### src/rtl/input_stack_ctrl.sv
// input_stack_ctrl: arbitrates button and core requests into single-cycle stack push/pop strobes
module input_stack_ctrl #(
  parameter int DEPTH = 15
) (
  input  logic        clk,
  input  logic        reset,
  input  logic        btn_push,
  input  logic        btn_pop,
  input  logic [15:0] data_in,
  input  logic        cpu_pop_req,
  output logic        cpu_pop_ack,
  output logic        stack_push,
  output logic        stack_pop,
  output logic [15:0] stack_data,
  output logic        stack_rst,
  output logic [4:0]  count,
  output logic        full,
  output logic        empty,
  output logic        busy,
  output logic        err_overflow,
  output logic        err_underflow
);
  typedef enum logic [1:0] {IDLE, PUSH, POP, ACK} state_t;
  state_t      r_state, w_next;
  logic [2:0]  r_push_sync, r_pop_sync;
  logic        r_push_pend, r_pop_pend, r_src_cpu;
  logic        r_err_ovf, r_err_udf;
  logic [15:0] r_stack_data;
  logic [4:0]  r_count;
  logic        w_push_rise, w_pop_rise;
  logic        w_load, w_clr_push, w_clr_pop, w_set_ovf, w_set_udf, w_src_cpu;
  assign w_push_rise   = r_push_sync[1] & ~r_push_sync[2];
  assign w_pop_rise    = r_pop_sync[1] & ~r_pop_sync[2];
  assign full          = r_count == 5'(DEPTH);
  assign empty         = r_count == 5'd0;
  assign busy          = r_state != IDLE;
  assign stack_push    = r_state == PUSH;
  assign stack_pop     = r_state == POP;
  assign cpu_pop_ack   = r_state == ACK;
  assign stack_rst     = ~reset;
  assign stack_data    = r_stack_data;
  assign count         = r_count;
  assign err_overflow  = r_err_ovf;
  assign err_underflow = r_err_udf;
  // two sync flops plus a delay flop per button for rise detection
  always_ff @(posedge clk)
    if (!reset) begin
      r_push_sync <= '0;
      r_pop_sync  <= '0;
    end else begin
      r_push_sync <= {r_push_sync[1:0], btn_push};
      r_pop_sync  <= {r_pop_sync[1:0], btn_pop};
    end
  // FSM state register
  always_ff @(posedge clk)
    if (!reset) r_state <= IDLE;
    else r_state <= w_next;
  // next state and request servicing: core pop, then button pop, then button push
  always_comb begin
    w_next     = r_state;
    w_load     = 1'b0;
    w_clr_push = 1'b0;
    w_clr_pop  = 1'b0;
    w_set_ovf  = 1'b0;
    w_set_udf  = 1'b0;
    w_src_cpu  = r_src_cpu;
    case (r_state)
      IDLE:
        if (cpu_pop_req) begin
          w_src_cpu = 1'b1;
          w_set_udf = empty;
          w_next    = empty ? ACK : POP;
        end else if (r_pop_pend) begin
          w_src_cpu = 1'b0;
          w_clr_pop = 1'b1;
          w_set_udf = empty;
          w_next    = empty ? IDLE : POP;
        end else if (r_push_pend) begin
          w_clr_push = 1'b1;
          w_set_ovf  = full;
          w_load     = ~full;
          w_next     = full ? IDLE : PUSH;
        end
      PUSH:    w_next = IDLE;
      POP:     w_next = r_src_cpu ? ACK : IDLE;
      default: w_next = IDLE;
    endcase
  end
  // pending requests, captured word, occupancy and sticky errors
  always_ff @(posedge clk)
    if (!reset) begin
      r_push_pend  <= 1'b0;
      r_pop_pend   <= 1'b0;
      r_src_cpu    <= 1'b0;
      r_stack_data <= '0;
      r_count      <= '0;
      r_err_ovf    <= 1'b0;
      r_err_udf    <= 1'b0;
    end else begin
      r_push_pend <= (r_push_pend & ~w_clr_push) | w_push_rise;
      r_pop_pend  <= (r_pop_pend & ~w_clr_pop) | w_pop_rise;
      r_src_cpu   <= w_src_cpu;
      r_err_ovf   <= r_err_ovf | w_set_ovf;
      r_err_udf   <= r_err_udf | w_set_udf;
      if (w_load) r_stack_data <= data_in;
      if (r_state == PUSH) r_count <= r_count + 5'd1;
      else if (r_state == POP) r_count <= r_count - 5'd1;
    end
endmodule

### config.mk
export PLATFORM = sky130hd
export DESIGN_NAME = input_stack_ctrl
export DESIGN_NICKNAME = d
export VERILOG_FILES = /design/src/rtl/input_stack_ctrl.sv
export SDC_FILE = /design/constraint.sdc
export NUM_CORES = 1
export LEC_CHECK = 0
export CAP_MARGIN = 20
export CORE_MARGIN = 2
export CORE_UTILIZATION = 44
export DETAILED_ROUTE_END_ITERATION = 8
export HOLD_SLACK_MARGIN = 0.1
export PLACE_DENSITY = 0.82
export REMOVE_ABC_BUFFERS = 1
export SLEW_MARGIN = 40
export SYNTH_ARGS = -nofsm -noshare
export SYNTH_HDL_FRONTEND = slang
export SYNTH_SLANG_ARGS = --single-unit
### constraint.sdc
create_clock -name clk -period 2.55 [get_ports clk]
set_clock_uncertainty 0.2 [all_clocks]
set_input_delay 0.51 -clock clk [delete_from_list [all_inputs] [get_ports clk]]
set_output_delay 0.51 -clock clk [all_outputs]
set_load 0.05 [all_outputs]
==> metrics.txt <==
die area=3750 um2; Psw=828 uW; largest cells by area after synthesis=dfxtp_1 (47%), mux2i_1 (13%), nor2_1 (6.5%); post-synth design cell area=1440 um2; total power=a little over 2 mW; DP HPWL=2310 um; largest net degree at the start of global routing=25; sequential share of power=0.325; WP data arrival=1710 ps; Fin Setup TNS=0 ps; Fmax=414 MHz; Antenna Cells=0; synth unique cells=32; Clk network pwr share=0.196; cts hold-fix bufs=0; sw frac=0.400; EDFF count, synth=0; CORE AREA=~3100 um2; fin. max-slew vios=0; placer's final routability congestion estimate=0.753; drt pass-1 iters=4; Cell Count, Final, Fillers Out=242; clock-pin slew on the worst setup and hold paths=100 ps; Setup violations, final=0; DRT antenna net count=0; CTS max path bufs=2; vias in the first global route=1171; final worst slack=133 ps; RSZ-0062 raised after global routing=false; kind of end point of the critical path=output port; Max Cap Viol=0; critical path class=register to output port; Syn Inst Count=144; CP Max Fanout=4; DR vias=1151; Top FF cell, synth=dfxtp_1; CTS tree=done; WP data required=1840 ps; Final Hold Fails=0; Clock Sinks=34; count leader, synth=dfxtp_1; Worst VDD drop=0.849 mV; Pint=1.24 mW; final WL=3090 um; DRC violations left=0; antenna violations before repair=0; I/O pins=51; Die Width=61.3 um; Avg Cell Area, Syn=between 10 and 15 um2; first-pass GRT wire length=~5000 um; port bufs=50; status=completed; register area share after synthesis=0.472; total track usage=0.184; Vias/cell=4.76; root buf cell=clkbuf_4; GR Overflow Total=0; worst slack, placed=258 ps; max_slew headroom=0.655; P_leak=0.841 nW; initial drt markers=21; Yosys top cell by area=dfxtp_1; YS warnings=0; # H-tree levels=2; Area growth syn-to-layout=44.8%; Chip Height=approximately 60 um; initial core utilization=0.469; Final Cycle Share=0.948; cts bufs inserted=5; Placed Cells=235; asr flop ratio synth=0; share of post-route cells with drive strength above 1=0.0909; Period minus WS final=~2400 ps; register bit total from synthesis=34; Row Count=20; Yosys top cell area share=0.472; Skew-Pair Late Insertion Delay=roughly 340 ps; Min Hold Slack=253 ps; Logic pwr share=0.478; Nets=about 230; Slew @ Worst Pin=516 ps; wire length per cell=12.8 um; Setup crit start kind=register; HP Class=register to register; synth cell count leaders=dfxtp_1 (34), nor2_1 (25), mux2i_1 (19); Pwr Density=992 nW/um2
[power by group through the flow]
stage	logic, mW	clock network, mW	registers [mW]
6_report	0.991	0.407	0.673
3_3_place_gp	0.973	0	0.682
4_1_cts	0.997	0.416	0.674
2_1_floorplan	0.531	0	0.830
3_5_place_dp	0.992	0	0.687
5_1_grt	1.07	0.439	0.685
[sequential cells by signal, indices dropped and copies added (netlist names)]
name and count:
r_pop_sync 3, r_state 2, err_overflow 1, r_pop_pend 1, stack_data 16, r_push_pend 1
r_push_sync 3, count 5, err_underflow 1, r_src_cpu 1
[stage by stage]
stage                     cell area [um2]  utilization
after floorplan                      1400            -
after global placement               2000        0.650
after detailed placement             2000        0.650
after CTS                            2080        0.677
after global routing                 2090        0.678
final                                2090        0.678
[final cells by class]
type                       count  area [um2]
tap                           44        55.1
clock buffer                   6        51.3
inverter                       5        18.8
multi-input combinational     99         697
sequential                    34         681
timing repair buffer          53         556
fill                         244         990
clock inverter                 1        30.0
[cells in the final DEF, fill, tap and decap left out, types with 2 or more instances in the layout]
cell type | netlist | routed
a21oi_1 | 7 | 7
a31oi_1 | 2 | 2
and2_1 | 6 | 6
buf_12 | 1 | 3
buf_4 | 0 | 4
clkbuf_4 | 0 | 5
clkdlybuf4s50_1 | 0 | 44
dfxtp_1 | 34 | 34
dlymetal6s2s_1 | 0 | 2
ha_1 | 7 | 7
inv_1 | 4 | 4
mux2i_1 | 19 | 19
nand2_1 | 6 | 6
nand2b_1 | 2 | 2
nand3b_1 | 2 | 2
nand4_1 | 2 | 2
nor2_1 | 25 | 25
o21ai_0 | 4 | 4
or2b_1 | 2 | 2
xnor2_1 | 2 | 2
[cell families after synthesis]
family / count (synthesis) / share of synthesized area
compound gates: 20 / 0.0859
xor+xnor: 2 / 0.0121
flops: 34 / 0.472
fa+ha+maj: 8 / 0.0746
buf+inv: 11 / 0.0451
simple gates: 50 / 0.179
mux: 19 / 0.132
[metal layers]
layer / share of wire / GRT usage
met2: 0.53 / 0.316
met1: 0.42 / 0.206
met5: 0 / 0
met3: 0.041 / 0.0567
met4: 0.014 / 0.0932
[what timing repair did]
| item | in CTS | in global routing |
|---|---|---|
| buffers inserted | 0 | 0 |
| endpoints found under the setup margin | 0 | 2 |
| resized for setup | 0 | 2 |
[worst paths after layout]
kind	start	end	slack (ps)	cells past startpoint
max	r_state[1]	cpu_pop_ack	130	2
min	r_push_sync[0]	r_push_sync[1]	250	1
max reg2reg	r_state[1]	count[4]	230	8
min reg2reg	r_push_sync[0]	r_push_sync[1]	250	1
[worst max-delay path, stage by stage (launching register included)]
cell,delay [ps]
dfxtp_1,410
ha_1,170
clkdlybuf4s50_1,790
(Power assumes the default switching activity.)
